===== src/rtl/ring_buff_ctrl_mc_if.sv =====
// ring_buff_ctrl_mc_if
// Bundles the request, acknowledge, address and status signals of the
// multi-channel ring-buffer controller.
//   master : producer/consumer side (drives requests and flush, sees status)
//   slave  : controller side (returns acks, RAM addresses and per-channel status)
// Ports of the controller:
//   I_We/I_WCh, I_Re/I_RCh : write/read request and target channel
//   I_Flush                : per-channel flush bitmask
//   O_WAck/O_RAck          : request accepted this cycle
//   O_WAddr/O_RAddr        : {channel, pointer} RAM addresses
//   O_Full/O_Empty/O_AFull/O_AEmpty/O_Num : per-channel level status
//   O_Ovf/O_Udf            : sticky overflow/underflow flags
interface ring_buff_ctrl_mc_if #(
  parameter int NUM_ENTRY = 16,
  parameter int NUM_CH    = 4
);
  localparam int EW = $clog2(NUM_ENTRY);
  localparam int CW = $clog2(NUM_CH);

  logic                     I_We;
  logic [CW-1:0]            I_WCh;
  logic                     I_Re;
  logic [CW-1:0]            I_RCh;
  logic [NUM_CH-1:0]        I_Flush;
  logic                     O_WAck;
  logic                     O_RAck;
  logic [CW+EW-1:0]         O_WAddr;
  logic [CW+EW-1:0]         O_RAddr;
  logic [NUM_CH-1:0]        O_Full;
  logic [NUM_CH-1:0]        O_Empty;
  logic [NUM_CH-1:0]        O_AFull;
  logic [NUM_CH-1:0]        O_AEmpty;
  logic [NUM_CH*(EW+1)-1:0] O_Num;
  logic [NUM_CH-1:0]        O_Ovf;
  logic [NUM_CH-1:0]        O_Udf;

  modport master (
    output I_We, I_WCh, I_Re, I_RCh, I_Flush,
    input  O_WAck, O_RAck, O_WAddr, O_RAddr, O_Full, O_Empty,
           O_AFull, O_AEmpty, O_Num, O_Ovf, O_Udf
  );

  modport slave (
    input  I_We, I_WCh, I_Re, I_RCh, I_Flush,
    output O_WAck, O_RAck, O_WAddr, O_RAddr, O_Full, O_Empty,
           O_AFull, O_AEmpty, O_Num, O_Ovf, O_Udf
  );
endinterface


===== src/rtl/ring_buff_ctrl_mc.sv =====
// ring_buff_ctrl_mc
// Address/status controller for NUM_CH independent circular queues of
// NUM_ENTRY entries each, sharing one RAM with a write port and a read port.
// Ports:
//   clock : rising-edge clock
//   reset : synchronous active-high reset, overrides flush and requests
//   bus   : ring_buff_ctrl_mc_if.slave (requests, acks, addresses, status)
// Acks and addresses are combinational in the request cycle; counts, status
// and sticky flags follow at the next edge.
module ring_buff_ctrl_mc #(
  parameter int NUM_ENTRY = 16,
  parameter int NUM_CH    = 4,
  parameter int AF_LEVEL  = NUM_ENTRY - 2,
  parameter int AE_LEVEL  = 1
) (
  input  logic                 clock,
  input  logic                 reset,
  ring_buff_ctrl_mc_if.slave   bus
);
  localparam int EW = $clog2(NUM_ENTRY);
  localparam int CW = $clog2(NUM_CH);
  localparam logic [EW:0] FULL_CNT = (EW+1)'(NUM_ENTRY);
  localparam logic [EW:0] AF_CNT   = (EW+1)'(AF_LEVEL);
  localparam logic [EW:0] AE_CNT   = (EW+1)'(AE_LEVEL);

  logic [EW-1:0]     wptr_q [NUM_CH];
  logic [EW-1:0]     wptr_d [NUM_CH];
  logic [EW-1:0]     rptr_q [NUM_CH];
  logic [EW-1:0]     rptr_d [NUM_CH];
  logic [EW:0]       cnt_q  [NUM_CH];
  logic [EW:0]       cnt_d  [NUM_CH];
  logic [NUM_CH-1:0] ovf_q, ovf_d;
  logic [NUM_CH-1:0] udf_q, udf_d;

  logic wr_full, rd_empty, wack, rack;

  // Guards look only at the registered count, so a same-cycle read never
  // frees room for a write into a full channel (and vice versa).
  always_comb begin
    wr_full  = (cnt_q[bus.I_WCh] == FULL_CNT);
    rd_empty = (cnt_q[bus.I_RCh] == '0);
    wack     = bus.I_We & ~wr_full  & ~bus.I_Flush[bus.I_WCh];
    rack     = bus.I_Re & ~rd_empty & ~bus.I_Flush[bus.I_RCh];
  end

  always_comb begin
    logic wr_hit, rd_hit;
    ovf_d = ovf_q;
    udf_d = udf_q;
    for (int c = 0; c < NUM_CH; c++) begin
      wptr_d[c] = wptr_q[c];
      rptr_d[c] = rptr_q[c];
      cnt_d[c]  = cnt_q[c];
      wr_hit    = wack && (bus.I_WCh == CW'(c));
      rd_hit    = rack && (bus.I_RCh == CW'(c));
      if (bus.I_Flush[c]) begin
        wptr_d[c] = '0;
        rptr_d[c] = '0;
        cnt_d[c]  = '0;
        ovf_d[c]  = 1'b0;
        udf_d[c]  = 1'b0;
      end else begin
        if (wr_hit) wptr_d[c] = wptr_q[c] + 1'b1;
        if (rd_hit) rptr_d[c] = rptr_q[c] + 1'b1;
        if (wr_hit && !rd_hit)      cnt_d[c] = cnt_q[c] + 1'b1;
        else if (rd_hit && !wr_hit) cnt_d[c] = cnt_q[c] - 1'b1;
        if (bus.I_We && (bus.I_WCh == CW'(c)) && (cnt_q[c] == FULL_CNT)) ovf_d[c] = 1'b1;
        if (bus.I_Re && (bus.I_RCh == CW'(c)) && (cnt_q[c] == '0))       udf_d[c] = 1'b1;
      end
    end
  end

  always_ff @(posedge clock) begin
    if (reset) begin
      for (int c = 0; c < NUM_CH; c++) begin
        wptr_q[c] <= '0;
        rptr_q[c] <= '0;
        cnt_q[c]  <= '0;
      end
      ovf_q <= '0;
      udf_q <= '0;
    end else begin
      wptr_q <= wptr_d;
      rptr_q <= rptr_d;
      cnt_q  <= cnt_d;
      ovf_q  <= ovf_d;
      udf_q  <= udf_d;
    end
  end

  always_comb begin
    bus.O_WAck   = wack;
    bus.O_RAck   = rack;
    bus.O_WAddr  = {bus.I_WCh, wptr_q[bus.I_WCh]};
    bus.O_RAddr  = {bus.I_RCh, rptr_q[bus.I_RCh]};
    bus.O_Ovf    = ovf_q;
    bus.O_Udf    = udf_q;
    bus.O_Full   = '0;
    bus.O_Empty  = '0;
    bus.O_AFull  = '0;
    bus.O_AEmpty = '0;
    bus.O_Num    = '0;
    for (int c = 0; c < NUM_CH; c++) begin
      bus.O_Full[c]            = (cnt_q[c] == FULL_CNT);
      bus.O_Empty[c]           = (cnt_q[c] == '0);
      bus.O_AFull[c]           = (cnt_q[c] >= AF_CNT);
      bus.O_AEmpty[c]          = (cnt_q[c] <= AE_CNT);
      bus.O_Num[c*(EW+1) +: EW+1] = cnt_q[c];
    end
  end
endmodule

===== src/flat_wrapper.sv =====
// flat-port wrapper written by rule: the top's interface ports become plain ports
module ring_buff_ctrl_mc_flat 
#(
  parameter int NUM_ENTRY = 16,
  parameter int NUM_CH    = 4,
  parameter int AF_LEVEL  = NUM_ENTRY - 2,
  parameter int AE_LEVEL  = 1
)
  (clock, reset, bus_I_We, bus_I_WCh, bus_I_Re, bus_I_RCh, bus_I_Flush, bus_O_WAck, bus_O_RAck, bus_O_WAddr, bus_O_RAddr, bus_O_Full, bus_O_Empty, bus_O_AFull, bus_O_AEmpty, bus_O_Num, bus_O_Ovf, bus_O_Udf);
  ring_buff_ctrl_mc_if #(.NUM_ENTRY(NUM_ENTRY), .NUM_CH(NUM_CH)) bus_i ();
  input  logic clock;
  input  logic reset;
  input wire logic [$bits(bus_i.I_We)-1:0] bus_I_We;
  input wire logic [$bits(bus_i.I_WCh)-1:0] bus_I_WCh;
  input wire logic [$bits(bus_i.I_Re)-1:0] bus_I_Re;
  input wire logic [$bits(bus_i.I_RCh)-1:0] bus_I_RCh;
  input wire logic [$bits(bus_i.I_Flush)-1:0] bus_I_Flush;
  output wire logic [$bits(bus_i.O_WAck)-1:0] bus_O_WAck;
  output wire logic [$bits(bus_i.O_RAck)-1:0] bus_O_RAck;
  output wire logic [$bits(bus_i.O_WAddr)-1:0] bus_O_WAddr;
  output wire logic [$bits(bus_i.O_RAddr)-1:0] bus_O_RAddr;
  output wire logic [$bits(bus_i.O_Full)-1:0] bus_O_Full;
  output wire logic [$bits(bus_i.O_Empty)-1:0] bus_O_Empty;
  output wire logic [$bits(bus_i.O_AFull)-1:0] bus_O_AFull;
  output wire logic [$bits(bus_i.O_AEmpty)-1:0] bus_O_AEmpty;
  output wire logic [$bits(bus_i.O_Num)-1:0] bus_O_Num;
  output wire logic [$bits(bus_i.O_Ovf)-1:0] bus_O_Ovf;
  output wire logic [$bits(bus_i.O_Udf)-1:0] bus_O_Udf;
  assign bus_i.I_We = bus_I_We;
  assign bus_i.I_WCh = bus_I_WCh;
  assign bus_i.I_Re = bus_I_Re;
  assign bus_i.I_RCh = bus_I_RCh;
  assign bus_i.I_Flush = bus_I_Flush;
  assign bus_O_WAck = bus_i.O_WAck;
  assign bus_O_RAck = bus_i.O_RAck;
  assign bus_O_WAddr = bus_i.O_WAddr;
  assign bus_O_RAddr = bus_i.O_RAddr;
  assign bus_O_Full = bus_i.O_Full;
  assign bus_O_Empty = bus_i.O_Empty;
  assign bus_O_AFull = bus_i.O_AFull;
  assign bus_O_AEmpty = bus_i.O_AEmpty;
  assign bus_O_Num = bus_i.O_Num;
  assign bus_O_Ovf = bus_i.O_Ovf;
  assign bus_O_Udf = bus_i.O_Udf;
  ring_buff_ctrl_mc #(.NUM_ENTRY(NUM_ENTRY), .NUM_CH(NUM_CH), .AF_LEVEL(AF_LEVEL), .AE_LEVEL(AE_LEVEL)) u_core (.clock(clock), .reset(reset), .bus(bus_i));
endmodule

===== config.mk =====
export PLATFORM = sky130hd
export DESIGN_NAME = ring_buff_ctrl_mc_flat
export DESIGN_NICKNAME = d
export VERILOG_FILES = /design/src/rtl/ring_buff_ctrl_mc_if.sv /design/src/rtl/ring_buff_ctrl_mc.sv /design/src/flat_wrapper.sv
export SDC_FILE = /design/constraint.sdc
export NUM_CORES = 1
export LEC_CHECK = 0
export BUFFER_PORTS_ARGS = -buffer_cell sky130_fd_sc_hd__buf_2
export CORE_MARGIN = 10
export CORE_UTILIZATION = 30
export DETAILED_ROUTE_END_ITERATION = 10
export HOLD_SLACK_MARGIN = 0.06
export PLACE_DENSITY = 0.61
export SYNTH_ARGS = -nofsm -noshare
export SYNTH_HDL_FRONTEND = slang
export SYNTH_SLANG_ARGS = --single-unit

===== constraint.sdc =====
create_clock -name clock -period 5.2 [get_ports clock]
set_clock_uncertainty 0.1 [all_clocks]
set_input_delay 1.04 -clock clock [delete_from_list [all_inputs] [get_ports clock]]
set_output_delay 1.04 -clock clock [all_outputs]
set_load 0.1 [all_outputs]

Word level (Yosys, flattened, before mapping). Cells that the tools add are included.

Bits in registers: 60. Input bits: 12. Output and inout bits: 58. Logic and storage cells: 148.

Add/subtract/negate cells: 16. Order comparisons: 12. Equality and inequality tests: 11. Multiplexer cells: 24. Bitwise gates (word level): 10. Reductions and logical operators: 55.

Operators with widths (count): 2-to-1 mux 5 bit (12); adder 4 x 1 -> 4 bit, second input constant (8); logical AND 1 bit (32); equality test 5 bit, second input constant (5); logical NOT 5 bit (5); adder 5 x 1 -> 5 bit, second input constant (4); binary-select mux 5 bit (select 2 bit) (2); greater-or-equal comparator 5 x 4 -> 1 bit, second input constant (4); less-or-equal comparator 5 x 1 -> 1 bit, second input constant (4); subtractor 5 x 1 -> 5 bit, second input constant (4); binary-select mux 4 bit (select 2 bit) (2); 2-to-1 mux 4 bit (4); equality test 2 bit, second input constant (4); logical NOT 1 bit (8); nonzero test 2 bit (4); OR reduction 2 bit (4); greater-or-equal comparator 3 bit, second input constant (2); less-than comparator 2 x 3 -> 1 bit, second input constant (2); inverter 2 -> 3 bit (2); bitwise AND 1 bit (4); binary-select mux 1 bit (select 2 bit) (2); equality test 2 x 1 -> 1 bit, second input constant (2); logical NOT 2 bit (2); inverter 1 bit (4); 2-to-1 mux 1 bit (2).

Depth between registers and ports, before layout. Gate-level depths: netlist of the first run.

Word-level depth: 13. Mapped depth: 9. Mapped depth without buffers: 8.

Worst setup path before layout of the first run. No wires, ideal clock.

Path type: reg2out. Start: register u_core.cnt_q, in the netlist u_core.bus.O_Num[2]. End: output bus_O_WAck. Arrival time: 3.967 ns. Data required time: 4.060 ns. Setup slack: 0.093 ns. Stages on the path, launching flop included: 6. Buffers on the path: 1. Path through: dfxtp_1 > clkbuf_1 > nor3b_1 > a221oi_1 > a31oi_1 > nor3b_1.

Word-level cells in the longest chain between the ends: 7.

Ends and longest elaborated chain: start: declaration (line ring_buff_ctrl_mc.sv:30) `logic [EW:0] cnt_q [NUM_CH];`; start signal: assignment (line ring_buff_ctrl_mc.sv:85) `cnt_q <= cnt_d;`; binary-select mux 5 bit (select 2 bit) (line ring_buff_ctrl_mc.sv:40) `wr_full = (cnt_q[bus.I_WCh] == FULL_CNT);`; 2-to-1 mux 5 bit (implied by the code) (2 in series) (line ring_buff_ctrl_mc.sv:40); equality test 5 bit (line ring_buff_ctrl_mc.sv:40); inverter 1 bit (line ring_buff_ctrl_mc.sv:42) `wack = bus.I_We & ~wr_full & ~bus.I_Flush[bus.I_WCh];`; bitwise AND 1 bit (2 in series) (line ring_buff_ctrl_mc.sv:42); end: declaration (line flat_wrapper.sv:18) `output wire logic [$bits(bus_i.O_WAck)-1:0] bus_O_WAck;`.

No other way between the ends. The select of a mux whose other input is x is not followed.

Worst setup path in the final report of the first run.
Start: input bus_I_WCh[0]. End: output bus_O_WAck.

Word-level cells in the longest chain between the ends: 8. Elaborated cells between the ends (all ways): 11. Those cells by class: eq/ne (1); mux (5); bitwise (5).

Ends and longest elaborated chain: start: declaration (line flat_wrapper.sv:14) `input wire logic [$bits(bus_i.I_WCh)-1:0] bus_I_WCh;`; inverter 2 -> 3 bit (implied by the code) (line ring_buff_ctrl_mc.sv:40); binary-select mux 5 bit (select 2 bit) (line ring_buff_ctrl_mc.sv:40); 2-to-1 mux 5 bit (implied by the code) (2 in series) (line ring_buff_ctrl_mc.sv:40); equality test 5 bit (line ring_buff_ctrl_mc.sv:40); inverter 1 bit (line ring_buff_ctrl_mc.sv:42); bitwise AND 1 bit (line ring_buff_ctrl_mc.sv:42); bitwise AND 1 bit * (line ring_buff_ctrl_mc.sv:42).

Every way passes the cells marked *; elsewhere a longest branch is shown, timed or not. The select of a mux whose other input is x is not followed.

==> results of run 1 <==
-- metrics by stage --
step | std cells | worst slack [ns] | hold slack [ns] | cell area [sq um]
after global routing | 611 | 1.29 | 0.398 | 4310
after CTS | 611 | 1.35 | 0.373 | 4310
after global placement | 596 | 1.34 | 0.349 | 4040
after detailed placement | 596 | 1.35 | 0.358 | 4040
final | 612 | 1.30 | 0.364 | 4310
after floorplan | 400 | 0.0926 | 0.343 | 3610
-- worst paths after layout --
kind | from | end | slack (ns)
hold reg to reg | u_core.bus.O_Ovf[0] | u_core.bus.O_Ovf[0] | 0.36
setup reg to reg | u_core.bus.O_Num[12] | u_core.bus.O_Num[14] | 2.27
hold / removal | u_core.bus.O_Ovf[0] | u_core.bus.O_Ovf[0] | 0.36
setup / recovery | bus_I_WCh[0] | bus_O_WAck | 1.30
-- cells in the final DEF (no fill, tap or decap), drive strengths merged, types with 8 or more instances in the layout --
master   n
ha      32
dfxtp   60
nor2    67
o211ai   8
nand4   10
xor2    15
o21ai   12
clkbuf  13
mux2i   14
or3     13
mux4     9
buf     69
inv     15
xnor2   17
a21oi   29
nand3    9
-- per-layer routing --
| metal | up-vias | track usage, % |
|---|---|---|
| met5 | - | 0 |
| li1 | 1559 | - |
| met4 | 0 | 5.95 |
| met2 | 64 | 18.4 |
| met3 | 15 | 2.96 |
| met1 | 1496 | 14.3 |
-- state kept, by name (all words and copies together), names as in the netlist --
name / cells
u_core.bus.O_Num: 20
u_core.rptr_q: 16
u_core.wptr_q: 16
u_core.bus.O_Ovf: 4
u_core.bus.O_Udf: 4
-- power breakdown --
part,total (mW),internal [mW],switching [mW]
Clock,0.533,0.343,0.190
Sequential,0.472,0.465,0.00704
Combinational,0.183,0.0395,0.143
Total,1.19,0.847,0.340
-- logic make-up (layout without fill, tap and decap cells) --
logic type / Yosys count / after routing / share of synthesized area [%]
and+or+nand+nor: 149 / 149 / 21.7
AOI/OAI and AO/OA: 69 / 69 / 12.4
DFF: 60 / 60 / 33.3
buffers and inverters: 35 / 99 / 4.30
adders and majority gates: 32 / 32 / 11.1
xor gates and xnor gates: 32 / 32 / 7.76
muxes: 23 / 23 / 9.49
other: 0 / 1 / 0
-- final cells by class --
class                      instances  area [sq um]
multi-input combinational        305          2250
clock buffer                      13           260
sequential                        60          1200
inverter                          15          56.3
timing repair buffer              69           345
fill                            1223          7600
tap                              147           184
clock inverter                     2          10.0
antenna                            1          2.50
-- critical path: stages --
cell	delay (ns)
buf_2	0.35
nor3_1	0.19
a221oi_1	0.34
a31oi_1	0.08
nor3b_1	0.27
buf_2	0.49
==> results.ini, run 1 <==
[sta]
slew_headroom_pct = 45.4
fin_setup_tns_ns = 0
drv_slew = 0
final-setup-viol-count = 0
finalCriticalPeriod_ns = 3.90
final-hold-violation-count = 0
rsz0062_at_grt = false
worstMarginPinSlew_ns = 0.818
period_share_pct = 74.9
fmax_mhz = 257

[route]
met3_wirelength_microns = 469
post-route-drc-count = 0
vias_per_cell = 5.12
wl_per_cell_microns = 15.9
met1Wirelength_mm = 4.47
drt_iter0_markers = 112
highest_layer = met4
vias = 3134
dr.pass1.iters = 4
wirelength_mm = 9.75
met2_length_mm = 4.59
ant_nets = 0

[clocking]
clk_latency_ns = 0.32
root_buffer = clkbuf_16
cts_tree = built
hold_buffers = 0
htreeDepth = 3
clock_path_buffers = 2
cts.sink_count = 60
cts_buffers = 9
postCtsSetupBuffers = 0
cts_resized = 0
cts.clk_slew.worst_paths_ns = 0.05

[hold_path]
hold_path_class = reg -> reg
holdPathStages = 2

[final_layout]
drive_above_1_share_pct = 22.6
postLayoutCoreUtil_pct = 36.2
nets = 504
areaGrowthSynthToFinish_pct = 19.5

[yosys]
yosys_register_bits = 60
synthFlopType = dfxtp_1
synthesis.nets = 444
synth_common_cells = 67 x nor2_1, 60 x dfxtp_1, 32 x ha_1
yosysWarnings = 0
synth-seq-area-share_pct = 33.3
synth_edf_count = 0
synth_top_area_share_pct = 33.3
yosys-top-cells-area = dfxtp_1 33%, ha_1 11%, nor2_1 7.0%
synthDistinctLibCells = 46
synth_area_sq_um = 3610
async_flop_share_pct = 0
avgSynthCellArea_sq_um = 9.03
synth_top_area_cell = dfxtp_1
syn_inst = 400
synth_most_common_cell = nor2_1

[floorplan]
io_pins = 70
die_x_microns = 130
core_sq_um = 11900
dieArea_sq_um = 16800
initial_core_util_pct = 30.3
chipHeight_microns = 130
num_rows = 40

[setup_path]
ff2ff_path_depth = 8
worst_setup_path_start_kind = input port
arrival_ns = 2.76
end_kind = primary output
required_ns = 4.06
cp_max_fo = 17
worstSetupPathType = in -> out

[global_routing]
grt_pass1_wl_mm = 15.5
gr-usage-all-layers_pct = 11.6
grt_remaining_overflow = 0
grt_pass1_vias = 3070
antenna_found_initial = 1
grt_start_max_net_pins = 18

[status]
status = complete, no violations

[placed_design]
dp_hpwl_mm = 7.51
numPortBuffers = 69
place_congestion = 0.873

[pwr]
peakVddDrop_uv = 145
p_per_area_nw_per_um2 = 275
p_leak_nw = 1.83
power.total_mw = 1.19

[job]
maxCapViolCount = 0

(Power assumes the default switching activity.)
==> run 2: changes to the inputs <==
--- a/config.mk
+++ b/config.mk
@@ -10,7 +10,7 @@
 export CORE_UTILIZATION = 30
 export DETAILED_ROUTE_END_ITERATION = 10
 export HOLD_SLACK_MARGIN = 0.06
-export PLACE_DENSITY = 0.61
+export PLACE_DENSITY = 0.62
 export SYNTH_ARGS = -nofsm -noshare
 export SYNTH_HDL_FRONTEND = slang
 export SYNTH_SLANG_ARGS = --single-unit
==> constraint.sdc (replaced) <==
create_clock -name clock -period 3.1 [get_ports clock]
set_clock_uncertainty 0.1 [all_clocks]
set_input_delay 0.62 -clock clock [delete_from_list [all_inputs] [get_ports clock]]
set_output_delay 0.62 -clock clock [all_outputs]
set_load 0.1 [all_outputs]
==> results.ini, run 2 (synthesis gave the netlist of run 1 again) <==
[status]
status = complete, no violations

[sta]
worstMarginPinSlew_ns = 0.650  ; -0.168 ns
period_share_pct = 90.7
hold_ws_ns = 0.367  ; +0.00301 ns
rsz0062_at_grt = false
final-setup-viol-count = 0  ; unchanged
final-hold-violation-count = 0  ; unchanged
drv_slew = 0  ; unchanged
finalCriticalPeriod_ns = 2.81
slew_headroom_pct = 56.3  ; +11 points
fmax_mhz = 356

[placed_design]
dp_hpwl_mm = 7.67  ; +2.1%
numPortBuffers = 69  ; unchanged
dp.cells = 612  ; +2.7%
place_congestion = 0.822  ; -5.8%

[route]
dr.pass1.iters = 4  ; unchanged
vias_per_cell = 5.10  ; -0.46%
wirelength_mm = 9.87  ; +1.3%
vias = 3201  ; +2.1%
ant_nets = 0  ; unchanged
wl_per_cell_microns = 15.7  ; -1.3%
post-route-drc-count = 0  ; unchanged
drt_iter0_markers = 190  ; +70%

[clocking]
hold_buffers = 0  ; unchanged
cts_resized = 0  ; unchanged
postCtsSetupBuffers = 0  ; unchanged
htreeDepth = 3  ; unchanged
clk_latency_ns = 0.33  ; about the same
cts_buffers = 9  ; unchanged
root_buffer = clkbuf_16
clock_path_buffers = 2  ; unchanged
cts.sink_count = 60  ; unchanged
cts.clk_slew.worst_paths_ns = 0.06  ; about the same
cts_tree = built

[global_routing]
antenna_found_initial = 0  ; -1
gr-usage-all-layers_pct = 11.6  ; -0.041 points
grt_pass1_wl_mm = 15.5  ; about the same
grt_pass1_vias = 3052  ; -0.59%
grt_start_max_net_pins = 16  ; -2
grt_remaining_overflow = 0  ; unchanged

[final_layout]
drive_above_1_share_pct = 30.1  ; +7.5 points
layout_commonest_cell = buf_2
areaGrowthSynthToFinish_pct = 26.0
nets = 520  ; +3.2%
instances_no_fill = 628  ; +2.6%
largest_reg_flops = 20  ; unchanged
postLayoutCoreUtil_pct = 38.2  ; +2.0 points
fill_cells = 1213  ; -0.82%
final_cell_mix = 68 x buf_2, 63 x nor2_1, 45 x dfxtp_1, 32 x ha_1, 28 x a21oi_1
num_antenna_cells = 0  ; -1

[hold_path]
hold_path_class = reg -> reg

[setup_path]
required_ns = 2.38  ; -1.68 ns
arrival_ns = 2.09  ; -0.67 ns
end_kind = primary output
worstSetupPathType = reg -> out
cp_max_fo = 10  ; -7
worst_setup_path_start_kind = register

[pwr]
p_leak_nw = 1.95  ; +6.6%
p_sw_mw = 0.600  ; +76%
swShare_pct = 27.7  ; -0.95 points
p_comb_share_pct = 14.9  ; -0.5 points
seqPwrFrac_pct = 36.5  ; -3.2 points
p_per_area_nw_per_um2 = 476  ; +73%
clkPwrFrac_pct = 48.5  ; +3.6 points
peakVddDrop_uv = 248  ; +71%
p_int_mw = 1.57  ; +85%

[floorplan]
io_pins = 70  ; unchanged
die_x_microns = 130  ; unchanged
num_rows = 40  ; unchanged
core_sq_um = 11900  ; unchanged
chipHeight_microns = 130  ; unchanged
initial_core_util_pct = 30.3  ; unchanged
dieArea_sq_um = 16800  ; unchanged

[job]
maxCapViolCount = 0  ; unchanged

## run 2: worst max-delay path, cell delays in order (launching register included)
cell	delay, ns
dfxtp_2	0.36
or3b_2	0.54
or3_1	0.33
a31oi_1	0.27
nor3b_4	0.09
buf_12	0.17
## run 2: path summary, 6_finish.rpt
kind                                      startpoint              endpoint  slack [ns]  cells past startpoint
worst max-delay path            u_core.bus.O_Num[12]            bus_O_WAck        0.29                      5
worst min-delay path             u_core.bus.O_Ovf[1]   u_core.bus.O_Ovf[1]        0.37                      1
worst max register to register  u_core.bus.O_Num[12]  u_core.bus.O_Num[14]        0.33                      8
worst min register to register   u_core.bus.O_Ovf[1]   u_core.bus.O_Ovf[1]        0.37                      1
## run 2: metal layers
layer	wire length (microns)	track usage (%)	share of wire, %
met2	4690	19.2	47
met1	4390	14.0	44
met5	0	0	0
met4	233	5.62	2.4
met3	565	2.52	5.7
## run 2: per-stage QoR
step	worst slack [ns]	TNS (ns)	power [mW]	cell area [sq um]
6_report	0.287	0	2.17	4550
5_1_grt	0.160	0	2.24	4550
4_1_cts	0.259	0	2.19	4550
3_5_place_dp	0.188	0	1.13	4230
3_3_place_gp	0.250	0	1.13	4230
2_1_floorplan	-0.260	-0.260	1.06	3660
## run 2: power groups by stage
stage               clock, mW  sequential, mW  combinational, mW
floorplan                   0           0.844              0.217
CTS                      1.07           0.791              0.325
global route             1.10           0.792              0.342
global placement            0           0.807              0.322
finish                   1.05           0.791              0.323
detailed placement          0           0.807              0.324
## run 2: cell type report
cell class,instances,area [sq um],share of cell area [%]
repair buffers,85,480,10.6
well taps,147,184,4.04
clock buffers,13,280,6.16
multi-input cells,305,2290,50.3
inverters,15,56.3,1.24
clock inverters,3,42.5,0.935
flip-flops and latches,60,1220,26.8
